## src/rtl/i_fetch_pkg.sv

```systemverilog
// Shared instruction-memory definitions for the fetch stage and the instruction RAM.
package i_fetch_pkg;

    localparam int unsigned IMEM_ADDR_WIDTH = 16;
    localparam int unsigned IMEM_DATA_WIDTH = 16;
    localparam logic [IMEM_ADDR_WIDTH-1:0] IMEM_RESET_PC = 16'h0000;
    localparam int unsigned IMEM_RD_LATENCY = 1;

    // One slot per in-flight read plus one to hold a stalled head.
    localparam int unsigned SKID_DEPTH = IMEM_RD_LATENCY + 1;

endpackage

```

## src/rtl/i_fetch_if.sv

```systemverilog
// Fetch-stage bus: instruction RAM read port plus the valid/ready port toward decode.
interface i_fetch_if #(
    parameter int unsigned ADDR_WIDTH = 16,
    parameter int unsigned DATA_WIDTH = 16
) ();

    logic [ADDR_WIDTH-1:0] imem_addr;
    logic                  imem_en;
    logic [DATA_WIDTH-1:0] imem_data;
    logic                  instr_valid;
    logic                  instr_ready;
    logic [DATA_WIDTH-1:0] instr;
    logic [ADDR_WIDTH-1:0] instr_pc;

    modport master (
        output imem_addr,
        output imem_en,
        input  imem_data,
        output instr_valid,
        input  instr_ready,
        output instr,
        output instr_pc
    );

    modport slave (
        input  imem_addr,
        input  imem_en,
        output imem_data,
        input  instr_valid,
        output instr_ready,
        input  instr,
        input  instr_pc
    );

endinterface

```

## src/rtl/fetch_skid_buf.sv

```systemverilog
// Two-entry {pc,data} FIFO that absorbs the instruction RAM read latency.
module fetch_skid_buf
    import i_fetch_pkg::*;
#(
    parameter int unsigned ADDR_WIDTH = 16,
    parameter int unsigned DATA_WIDTH = 16
) (
    input  logic                  clk,
    input  logic                  rst_n,
    input  logic                  push,
    input  logic                  pop,
    input  logic                  flush,
    input  logic [ADDR_WIDTH-1:0] push_pc,
    input  logic [DATA_WIDTH-1:0] push_data,
    output logic [1:0]            count,
    output logic [ADDR_WIDTH-1:0] head_pc,
    output logic [DATA_WIDTH-1:0] head_data
);

    logic [ADDR_WIDTH-1:0] pc_q   [SKID_DEPTH];
    logic [DATA_WIDTH-1:0] data_q [SKID_DEPTH];
    logic                  rd_ptr_q;
    logic                  wr_ptr_q;
    logic [1:0]            count_q;
    logic                  do_push;
    logic                  do_pop;

    assign do_pop  = pop & (count_q != 2'd0);
    assign do_push = push & ((count_q != 2'(SKID_DEPTH)) | do_pop);

    always_ff @(posedge clk or negedge rst_n) begin
        if (!rst_n) begin
            for (int i = 0; i < SKID_DEPTH; i++) begin
                pc_q[i]   <= '0;
                data_q[i] <= '0;
            end
            rd_ptr_q <= 1'b0;
            wr_ptr_q <= 1'b0;
            count_q  <= 2'd0;
        end else if (flush) begin
            rd_ptr_q <= 1'b0;
            wr_ptr_q <= 1'b0;
            count_q  <= 2'd0;
        end else begin
            if (do_push) begin
                pc_q[wr_ptr_q]   <= push_pc;
                data_q[wr_ptr_q] <= push_data;
                wr_ptr_q         <= ~wr_ptr_q;
            end
            if (do_pop) begin
                rd_ptr_q <= ~rd_ptr_q;
            end
            count_q <= count_q + 2'(do_push) - 2'(do_pop);
        end
    end

    assign count     = count_q;
    assign head_pc   = pc_q[rd_ptr_q];
    assign head_data = data_q[rd_ptr_q];

endmodule

```

## src/rtl/i_fetch.sv

```systemverilog
// Instruction fetch stage: owns the PC, drives the instruction RAM read port and
// hands {pc, instruction} to decode through a skid buffer, with redirect support.
module i_fetch
    import i_fetch_pkg::*;
#(
    parameter int unsigned           ADDR_WIDTH = IMEM_ADDR_WIDTH,
    parameter int unsigned           DATA_WIDTH = IMEM_DATA_WIDTH,
    parameter logic [ADDR_WIDTH-1:0] RESET_PC   = ADDR_WIDTH'(IMEM_RESET_PC)
) (
    input  logic                  clk,
    input  logic                  rst_n,
    input  logic                  fetch_en,
    input  logic                  redirect,
    input  logic [ADDR_WIDTH-1:0] redirect_pc,
    i_fetch_if.master             bus
);

    logic [ADDR_WIDTH-1:0] pc_q, pc_d;
    logic [ADDR_WIDTH-1:0] pend_pc_q, pend_pc_d;
    logic                  pending_q, pending_d;
    logic [1:0]            count;
    logic [2:0]            occupancy;
    logic                  pop;
    logic                  push;
    logic                  room;
    logic                  issue;
    logic [ADDR_WIDTH-1:0] issue_addr;

    assign bus.instr_valid = (count != 2'd0);

    // A redirect flushes the buffer, so neither the head pop nor the arriving word counts.
    assign pop  = bus.instr_valid & bus.instr_ready & ~redirect;
    assign push = pending_q & ~redirect;

    assign occupancy  = 3'(count) + 3'(pending_q) - 3'(pop);
    assign room       = occupancy < 3'(SKID_DEPTH);
    assign issue      = rst_n & (redirect | (fetch_en & room));
    assign issue_addr = redirect ? redirect_pc : pc_q;

    assign bus.imem_en   = issue;
    assign bus.imem_addr = issue_addr;

    always_comb begin
        pc_d      = pc_q;
        pend_pc_d = pend_pc_q;
        pending_d = issue;
        if (issue) begin
            pend_pc_d = issue_addr;
            pc_d      = issue_addr + ADDR_WIDTH'(1);
        end
    end

    always_ff @(posedge clk or negedge rst_n) begin
        if (!rst_n) begin
            pc_q      <= RESET_PC;
            pend_pc_q <= '0;
            pending_q <= 1'b0;
        end else begin
            pc_q      <= pc_d;
            pend_pc_q <= pend_pc_d;
            pending_q <= pending_d;
        end
    end

    fetch_skid_buf #(
        .ADDR_WIDTH (ADDR_WIDTH),
        .DATA_WIDTH (DATA_WIDTH)
    ) u_skid_buf (
        .clk       (clk),
        .rst_n     (rst_n),
        .push      (push),
        .pop       (pop),
        .flush     (redirect),
        .push_pc   (pend_pc_q),
        .push_data (bus.imem_data),
        .count     (count),
        .head_pc   (bus.instr_pc),
        .head_data (bus.instr)
    );

endmodule

```

## src/flat_wrapper.sv

```systemverilog
// flat-port wrapper written by rule: the top's interface ports become plain ports
module i_fetch_flat import i_fetch_pkg::*;
#(
    parameter int unsigned           ADDR_WIDTH = IMEM_ADDR_WIDTH,
    parameter int unsigned           DATA_WIDTH = IMEM_DATA_WIDTH,
    parameter logic [ADDR_WIDTH-1:0] RESET_PC   = ADDR_WIDTH'(IMEM_RESET_PC)
)
  (clk, rst_n, fetch_en, redirect, redirect_pc, bus_imem_addr, bus_imem_en, bus_imem_data, bus_instr_valid, bus_instr_ready, bus_instr, bus_instr_pc);
  i_fetch_if #(.ADDR_WIDTH(ADDR_WIDTH), .DATA_WIDTH(DATA_WIDTH)) bus_i ();
  input  logic clk;
  input  logic rst_n;
  input  logic fetch_en;
  input  logic redirect;
  input  logic [ADDR_WIDTH-1:0] redirect_pc;
  output wire logic [$bits(bus_i.imem_addr)-1:0] bus_imem_addr;
  output wire logic [$bits(bus_i.imem_en)-1:0] bus_imem_en;
  input wire logic [$bits(bus_i.imem_data)-1:0] bus_imem_data;
  output wire logic [$bits(bus_i.instr_valid)-1:0] bus_instr_valid;
  input wire logic [$bits(bus_i.instr_ready)-1:0] bus_instr_ready;
  output wire logic [$bits(bus_i.instr)-1:0] bus_instr;
  output wire logic [$bits(bus_i.instr_pc)-1:0] bus_instr_pc;
  assign bus_imem_addr = bus_i.imem_addr;
  assign bus_imem_en = bus_i.imem_en;
  assign bus_i.imem_data = bus_imem_data;
  assign bus_instr_valid = bus_i.instr_valid;
  assign bus_i.instr_ready = bus_instr_ready;
  assign bus_instr = bus_i.instr;
  assign bus_instr_pc = bus_i.instr_pc;
  i_fetch #(.ADDR_WIDTH(ADDR_WIDTH), .DATA_WIDTH(DATA_WIDTH), .RESET_PC(RESET_PC)) u_core (.clk(clk), .rst_n(rst_n), .fetch_en(fetch_en), .redirect(redirect), .redirect_pc(redirect_pc), .bus(bus_i));
endmodule
```

## config.mk

```make
export PLATFORM = sky130hd
export DESIGN_NAME = i_fetch_flat
export DESIGN_NICKNAME = d
export VERILOG_FILES = /design/src/rtl/i_fetch_pkg.sv /design/src/rtl/i_fetch_if.sv /design/src/rtl/fetch_skid_buf.sv /design/src/rtl/i_fetch.sv /design/src/flat_wrapper.sv
export SDC_FILE = /design/constraint.sdc
export NUM_CORES = 1
export LEC_CHECK = 0
export CORE_MARGIN = 2
export CORE_UTILIZATION = 50
export DETAILED_ROUTE_END_ITERATION = 8
export GPL_TIMING_DRIVEN = 0
export MAX_ROUTING_LAYER = met4
export PLACE_DENSITY = 0.79
export SETUP_SLACK_MARGIN = 0.3
export SLEW_MARGIN = 20
export SYNTH_ARGS = -nofsm -noshare
export SYNTH_HDL_FRONTEND = slang
export SYNTH_SLANG_ARGS = --single-unit
```

## constraint.sdc

```tcl
create_clock -name clk -period 10.05 [get_ports clk]
set_input_delay 2.5125 -clock clk [delete_from_list [all_inputs] [get_ports clk]]
set_output_delay 2.5125 -clock clk [all_outputs]
set_load 0.05 [all_outputs]
```

After elaboration in Yosys (flattened, before gate mapping)

Cells that the tools add are included.

$add $sub $neg: 5
Order comparisons: 4
Equality and inequality tests: 1
Multiplexer cells: 16
Bitwise logic cells: 14
Reductions and logical operators: 5

Operators with widths:

| cell                                                                  | number |
|---|---|
| 16-bit two-way mux                                                    | 8 |
| 32-bit bitwise mux                                                    | 2 |
| 16-bit by 1-bit adder with 16-bit output (second input constant)      | 1 |
| 16-bit demux with 1-bit select                                        | 1 |
| 1-bit bitwise AND                                                     | 7 |
| 2-bit nonzero test                                                    | 3 |
| 2-bit >= comparator (second input constant)                           | 2 |
| 1-bit two-way mux                                                     | 4 |
| 1-bit NOT with 2-bit output                                           | 2 |
| 2-bit by 1-bit adder with 3-bit output                                | 1 |
| 3-bit by 2-bit < comparator with 1-bit output (second input constant) | 1 |
| 1-bit NOT                                                             | 3 |
| 3-bit by 1-bit subtractor with 3-bit output                           | 1 |
| 2-bit by 1-bit adder with 2-bit output                                | 1 |
| 2-bit by 1-bit < comparator with 1-bit output (second input constant) | 1 |
| 2-bit two-way mux                                                     | 1 |
| 2-bit != test (second input constant)                                 | 1 |
| 1-bit OR                                                              | 2 |
| 2-bit AND reduction                                                   | 1 |
| 2-bit by 1-bit subtractor with 2-bit output                           | 1 |
| 1-bit logical AND                                                     | 1 |

Bits in registers: 101
Bits of input ports: 37
Output and inout port bits: 50
Word-level logic and storage cells: 55

Logic depth before layout (Yosys ltp)

Gate-level depths: netlist of run 1.

Depth in word-level cells: 9
Gate-level depth with buffers: 13
Gate-level depth less buffers: 9

Cells and area by module

A second synthesis of run 1 with hierarchy kept.

Cell total of the unflattened synthesis: 370
Area total of the unflattened synthesis: 5064.9 um^2

By module, submodules not included:

| module         | times used | cells an instance | area each (um^2) | seq. area each (um^2) |
|---|---|---|---|---|
| fetch_skid_buf | 1          | 193               | 3096.7           | 1701.6 |
| i_fetch        | 1          | 177               | 1968.1           | 825.8 |

Least setup slack after synthesis of run 1

OpenSTA, ideal clock, no wires.

Path type: in2out
From: in redirect
To: out bus_imem_en
Arrival time: 5.092 ns
Data required time: 7.537 ns
Setup slack: 2.445 ns
Cell stages on the path: 13
Path buffers: 5
Cell sequence: buf_4 > buf_4 > buf_2 > nor2_1 > ha_1 > or2b_1 > fa_1 > xnor2_1 > a31oi_2 > nand2b_1 > buf_4 > buf_2 > inv_1

Word-level cells in the longest chain between the ends: 7

Ends and longest elaborated chain:

| item                                          | RTL line           | RTL |
|---|---|---|
| start: declaration                            | flat_wrapper.sv:13 | `input logic redirect;` |
| 1-bit NOT (no line)                           | n/a                |  |
| 1-bit bitwise AND                             | i_fetch.sv:32      | `assign pop = bus.instr_valid & bus.instr_ready & ~redirect;` |
| 3-bit by 1-bit subtractor with 3-bit output   | i_fetch.sv:35      | `assign occupancy = 3'(count) + 3'(pending_q) - 3'(pop);` |
| 3-bit by 2-bit < comparator with 1-bit output | i_fetch.sv:36      | `assign room = occupancy < 3'(SKID_DEPTH);` |
| 1-bit bitwise AND                             | i_fetch.sv:37      | `assign issue = rst_n & (redirect \| (fetch_en & room));` |
| 1-bit OR (*)                                  | i_fetch.sv:37      |  |
| 1-bit bitwise AND (*)                         | i_fetch.sv:37      |  |
| end: declaration                              | flat_wrapper.sv:16 | `output wire logic [$bits(bus_i.imem_en)-1:0] bus_imem_en;` |

Mark *: on every way between the ends. The rest lies on a longest branch, timed or not.

Worst setup path after layout of run 1

Ends and elaborated chain as after synthesis.

==> metrics.txt, run 1 <==
outcome completed; CP Capture Type output port; post-CTS sizing 0; Synth top area share 0.5037; Power Density approximately 270 mW/mm2; number of antenna violations at the first check in global routing 0; pre-CTS setup slack just over 0.8 ns; grt ovf 0; Nets 507; CP Launch Type input pin; Pleak 0.002749 uW; CP cell instances clkdlybuf4s50_1, buf_4, buf_4, buf_2, nor2_1, ha_1, or2b_1, fa_1, xnor2_1, a31oi_2, nand2b_1, buf_4, buf_2, inv_1, clkdlybuf4s50_1; total power 1703 uW; DIE AREA 0.01085 mm2; synth top area cells dfrtp_1, mux2_2, mux2_4; Max-slew headroom 0.5244; Synth Instances 368; Inst Count DP 588; Core Area 0.009774 mm2; WP data required 7.54 ns; clock-pin slew on the worst setup and hold paths 0.09 ns; H-tree levels 3; count of cell types in the netlist 43; die width 104.2 um; total I/O pin count 87; synth warn 0; largest net degree at the start of global routing 80; Worst Setup Slack, final 0.8262 ns; Tmin final approximately 9.2 ns; first-pass GRT wire length 17.70 mm; area of the mapped netlist 0.005017 mm2; Overall Global Routing Usage 0.2084; sequential fraction of the synthesis area 0.5037; gpl congestion 0.9322; syn_nets just over 400; # DRC 0; number of diodes 0; vias per cell 5.533; Crit Path Max Fanout 10; worst path arrival time ~6.7 ns; critical path class input pin to output port; IO Port Bufs 86; multi-input logic area 0.002320 mm2; Starting Density 0.5133; Maximum Capacitance Violations 0; Peak supply drop about 100 uV; cell row count 36; CTS tree yes; vias in the first global route approximately 3500; # setup viols final 0; DRT iter0 DRCs 114; Max stage delay on crit path 0.71 ns; Routed WL per cell 17.49 um; area leader, netlist dfrtp_1; FF+latch area 0.002527 mm2; share of cells above drive strength 1 0.3482; Max Transition Viols Final 0; CTS buffer count 9; Post-CTS Setup Bufs 0; drt first pass iters 5; Non-Filler Instances 604; Yosys reg bits 101; f_max 108.4 MHz; hold-fix buffers at CTS 0; HPWL Detailed around 7.7 mm; WHS 0.4898 ns; syn_area_per_cell 13.63 um2; Sink Count a little over 100; number of fill cells between 700 and 800; Total Routed Length between 10 and 15 mm; die outline height approximately 100 um; via count 3342; CTS max path bufs 2; HP Class flip-flop to flip-flop; antenna-violating nets left 0; P&R area growth vs syn 24.56%; final hold violation count 0; Clock Root Buffer clkbuf_8; clk_skew 0.008061 ns; unrepaired setup endpoints after global routing false; CP most frequent cell buf_4; commonest non-fill, non-tap cell in the layout dfrtp_1; leading cell types in the layout, fill and taps excluded dfrtp_1, mux2_2, clkdlybuf4s50_1; clk_lat worst skew 0.35 ns; slowest CP cell clkdlybuf4s50_1; Final Cycle Share 0.9178; Worst Tran Pin Value between 0.7 and 0.8 ns
[worst paths after layout]
path	startpoint	endpoint	slack [ns]	cells past startpoint
max	redirect	bus_imem_en	0.83	15
min	u_core.u_skid_buf.pc_q[21]	u_core.u_skid_buf.pc_q[21]	0.49	1
max in group asynchronous	rst_n	u_core.pend_pc_q[10]	7.39	2
min reg2reg	u_core.u_skid_buf.pc_q[21]	u_core.u_skid_buf.pc_q[21]	0.49	1
min in group asynchronous	rst_n	u_core.u_skid_buf.pc_q[17]	2.01	1
max reg2reg	u_core.u_skid_buf.count[1]	u_core.pend_pc_q[12]	6.70	11
[metrics by stage]
| stage | cell area (um2) | util | TNS [ns] |
|---|---|---|---|
| 3_3_place_gp | 6045 | 0.6184 | -0.2122 |
| 2_1_floorplan | 5017 | - | 0 |
| 3_5_place_dp | 6073 | 0.6214 | 0 |
| 5_1_grt | 6250 | 0.6394 | 0 |
| 6_report | 6250 | 0.6394 | 0 |
| 4_1_cts | 6250 | 0.6394 | 0 |
[where the power goes]
group	switching, uW	internal (uW)	total [uW]
clock network	135	97.6	233
logic	440	367	807
registers	98.2	565	664
[cells in the mapped netlist]
library cell  count
a22oi_1           2
and4_1            5
or3b_1            1
nor3_2            1
mux2_4           30
dfrtp_1         101
nand2b_1          3
o21ai_1           1
nor2b_1           1
nand3_1           4
nand2_1           5
a222oi_1          1
nand4_1           3
mux2_1            3
a31oi_1           6
a21oi_1           6
xnor2_1           3
nand4b_1          3
mux2_2           94
buf_2             7
nand3_2           1
o21ai_0          21
buf_4             5
or2b_1            1
clkbuf_1          6
and3_1            5
a21boi_0          2
a31oi_2           1
nand3b_4          1
inv_1             5
a211oi_1          1
mux2i_1           2
xor2_1            5
ha_1              3
o31ai_1          10
buf_6             5
fa_1              1
nand3b_1          3
o21ai_2           1
or2_2             1
and2_1            1
nor4bb_1          1
nor2_1            6
[layout make-up]
cell class	instances	share of cell area
buffer	23	0.02422
clock buffer	11	0.02262
clock inverter	5	0.005606
inverter	5	0.003003
multi-input combinational	239	0.3712
sequential	101	0.4044
tap	133	0.02663
timing repair buffer	87	0.1423
[critical path: cells and delay by family]
kind            cells  cell delay (ns)
simple gates        3             0.47
fa+ha+maj           2             0.71
xor+xnor            1             0.14
compound gates      1             0.33
buf+inv             8             2.54
[flip-flops by register name, summed over array words and instances, names as in the netlist]
signal / cells
u_core.pend_pc_q: 16
u_core.u_skid_buf.wr_ptr_q: 1
u_core.pc_q: 16
u_core.pending_q: 1
u_core.u_skid_buf.count: 2
u_core.u_skid_buf.data_q: 32
u_core.u_skid_buf.rd_ptr_q: 1
u_core.u_skid_buf.pc_q: 32
[per-layer routing]
metal	part of all wire	vias to the layer above	global-route usage
met1	0.47	1689	0.2847
met2	0.48	104	0.3257
li1	-	1539	-
met4	0.012	0	0.06371
met3	0.037	10	0.03008
met5	0	-	-
[kinds of logic (layout without fill, tap and decap cells)]
group | Yosys count | count (layout) | share of synthesized area
adders and majority gates | 4 | 4 | 0.01147
AOI/OAI and AO/OA | 52 | 52 | 0.06409
muxes | 129 | 129 | 0.3115
and+or+nand+nor | 46 | 46 | 0.06135
DFF | 101 | 101 | 0.5037
buffers and inverters | 28 | 131 | 0.03391
xor gates and xnor gates | 8 | 8 | 0.01397
(Power assumes the default switching activity.)
==> run 2, diff against run 1 <==
--- a/config.mk
+++ b/config.mk
@@ -9,6 +9,7 @@
 export CORE_UTILIZATION = 50
 export DETAILED_ROUTE_END_ITERATION = 8
 export GPL_TIMING_DRIVEN = 0
+export HOLD_SLACK_MARGIN = 0.05
 export MAX_ROUTING_LAYER = met4
 export PLACE_DENSITY = 0.79
 export SETUP_SLACK_MARGIN = 0.3
==> results of run 2 <==
Same layout as run 1: the final DEF is identical, and so are final timing and power.
==> run 3, diff against run 2 <==
--- a/config.mk
+++ b/config.mk
@@ -5,6 +5,7 @@
 export SDC_FILE = /design/constraint.sdc
 export NUM_CORES = 1
 export LEC_CHECK = 0
+export ABC_AREA = 1
 export CORE_MARGIN = 2
 export CORE_UTILIZATION = 50
 export DETAILED_ROUTE_END_ITERATION = 8
==> run 3 against run 2 <==
Worst hold slack got worse by 0.00098 ns. Critical path depth decreased by 3. Clock skew increased by 0.0065 ns. Die area increased by 1.3%. Sequential cell count unchanged. Design area increased by 1.5%. Critical path type unchanged. Highest routed layer unchanged.
==> metrics.txt, run 3 <==
outcome completed; Largest regs u_core.u_skid_buf.data_q x32, u_core.u_skid_buf.pc_q x32; Clock Root Buffer clkbuf_8; Total Routed Length 11.87 mm; leading cell types in the layout, fill and taps excluded nand2_1, dfrtp_1, clkdlybuf4s50_1; # DRC 0; Power Density 250.5 mW/mm2; WP data required about 7.5 ns; via count ~4400; area leader, netlist dfrtp_1; Overall Global Routing Usage 0.2344; clk_skew around 0.015 ns; gpl congestion between 0.8 and 0.9; Yosys reg bits 101; synth cell count leaders nand2_1, dfrtp_1, inv_1; Synth top area share 0.4972; Crit Path Max Fanout 11; Sum Neg Setup Slack 0 ns; worst path arrival time 6.14 ns; unrepaired setup endpoints after global routing false; Synth Instances 654; f_max between 100 and 150 MHz; Post-synth EDFFs 0; Post-CTS Setup Bufs 0; post-CTS sizing 0; first-pass GRT wire length 20.54 mm; critical path class input pin to output port; number of fill cells 866; Synth async-reset ratio 1.000; number of diodes 0; sequential fraction of the synthesis area 0.4972; Max-slew headroom 0.6437; Max Transition Viols Final 0; antenna-violating nets left 0; synth warn 0; clock-pin slew on the worst setup and hold paths 0.10 ns; drt first pass iters 6; syn_nets approximately 700; H-tree levels 3; Maximum Capacitance Violations 0; Starting Density 0.5177; vias per cell 4.969; Final Cycle Share 0.8611; Peak supply drop slightly above 100 uV; CTS max path bufs 2; total I/O pin count 87; Routed WL per cell 13.34 um; IO Port Bufs 86; area of the mapped netlist between 0.005 and 0.006 mm2; HP Class flip-flop to flip-flop; Tmin final 8.654 ns; Nets 793; clk_lat worst skew between 0.3 and 0.4 ns; dominant synthesized flop cell dfrtp_1; syn_area_per_cell 7.773 um2; synth top area cells dfrtp_1, nand2_1, o21ai_0; CP Capture Type output port; number of antenna violations at the first check in global routing 0; HPWL Detailed slightly below 9 mm; Core Area 0.009819 mm2; vias in the first global route 4424; FF+latch area between 0.002 and 0.003 mm2; hold-fix buffers at CTS 0; CTS tree yes; DIE AREA 0.01099 mm2; CTS buffer count 9; Non-Filler Instances 890; die width between 100 and 150 um; count leader, synth nand2_1; Worst Tran Pin Value 0.5328 ns; multi-input logic area 0.002088 mm2; grt ovf 0; Sink Count 101; # setup viols final 0; commonest non-fill, non-tap cell in the layout nand2_1; largest net degree at the start of global routing 78; die outline height 104.8 um; cell row count 36; Pleak 0.003217 uW; Inst Count DP between 800 and 900; DRT iter0 DRCs 215; CP Launch Type input pin; final hold violation count 0; share of cells above drive strength 1 0.1044; P&R area growth vs syn 24.83%; count of cell types in the netlist 32
-- run 3: cell count changes in the layout (fill, tap and decap cells not counted), sizes merged, moves of 10 or more --
cell and change:
nand2 +284, mux2 -127, o21ai +72, inv +70, nor2 +20, nand3 +11, o31ai -10
-- run 3: cells by family after synthesis --
group | Yosys count | share of synthesized area
buf+inv | 105 | 0.09205
flops | 101 | 0.4972
fa+ha+maj | 4 | 0.01132
xor+xnor | 4 | 0.006893
compound gates | 101 | 0.1221
simple gates | 339 | 0.2705
-- run 3: area by class of cell --
type / count / share of cell area
clock buffer: 10 / 0.02011
timing repair buffer: 87 / 0.1402
multi-input combinational: 448 / 0.3291
clock inverter: 6 / 0.01242
inverter: 75 / 0.04436
tap: 133 / 0.02622
buffer: 30 / 0.02938
sequential: 101 / 0.3983
-- run 3: routing by layer --
metal  track usage  share of wire  vias to the layer above
met5             -              0                        -
met4       0.05619          0.011                        0
met3       0.03743          0.049                       14
met2        0.3905           0.48                      130
met1        0.3025           0.46                     2067
li1              -              -                     2211
-- run 3: stage by stage --
step | setup slack [ns] | cell area (um2) | hold WS, ns | total power [uW] | utilization
3_5_place_dp | 1.390 | 6140 | 0.4647 | 1331 | 0.6253
2_1_floorplan | 3.040 | 5084 | 0.4489 | 1105 | -
5_1_grt | 1.233 | 6346 | 0.5170 | 1692 | 0.6463
6_report | 1.396 | 6346 | 0.4888 | 1590 | 0.6463
4_1_cts | 1.375 | 6346 | 0.4911 | 1601 | 0.6463
3_3_place_gp | -0.4538 | 6111 | 0.4639 | 1304 | 0.6223
-- run 3: critical path, cell delays in order --
cell and delay (ns):
clkdlybuf4s50_1 0.53, buf_4 0.24, nor2_1 0.18, ha_1 0.26, or2_2 0.31, fa_1 0.54
nand4_1 0.10, nand2_1 0.07, nand2_1 0.06, clkinv_1 0.19, buf_2 0.29, clkdlybuf4s50_1 0.85
-- run 3: path summary, 6_finish.rpt --
kind	endpoint	cells past startpoint	start	slack, ns
setup / recovery	bus_imem_en	12	redirect	1.40
hold / removal	u_core.pc_q[1]	2	u_core.pc_q[1]	0.49
setup reg to reg	u_core.pend_pc_q[12]	15	u_core.u_skid_buf.count[1]	6.87
hold reg to reg	u_core.pc_q[1]	2	u_core.pc_q[1]	0.49
max in group asynchronous	u_core.pc_q[3]	2	rst_n	7.38
min in group asynchronous	u_core.u_skid_buf.data_q[12]	1	rst_n	1.99
-- run 3: power by group --
group / internal, uW / total, uW / switching, uW
clock network: 121 / 270 / 149
logic: 237 / 700 / 463
registers: 547 / 621 / 73.1
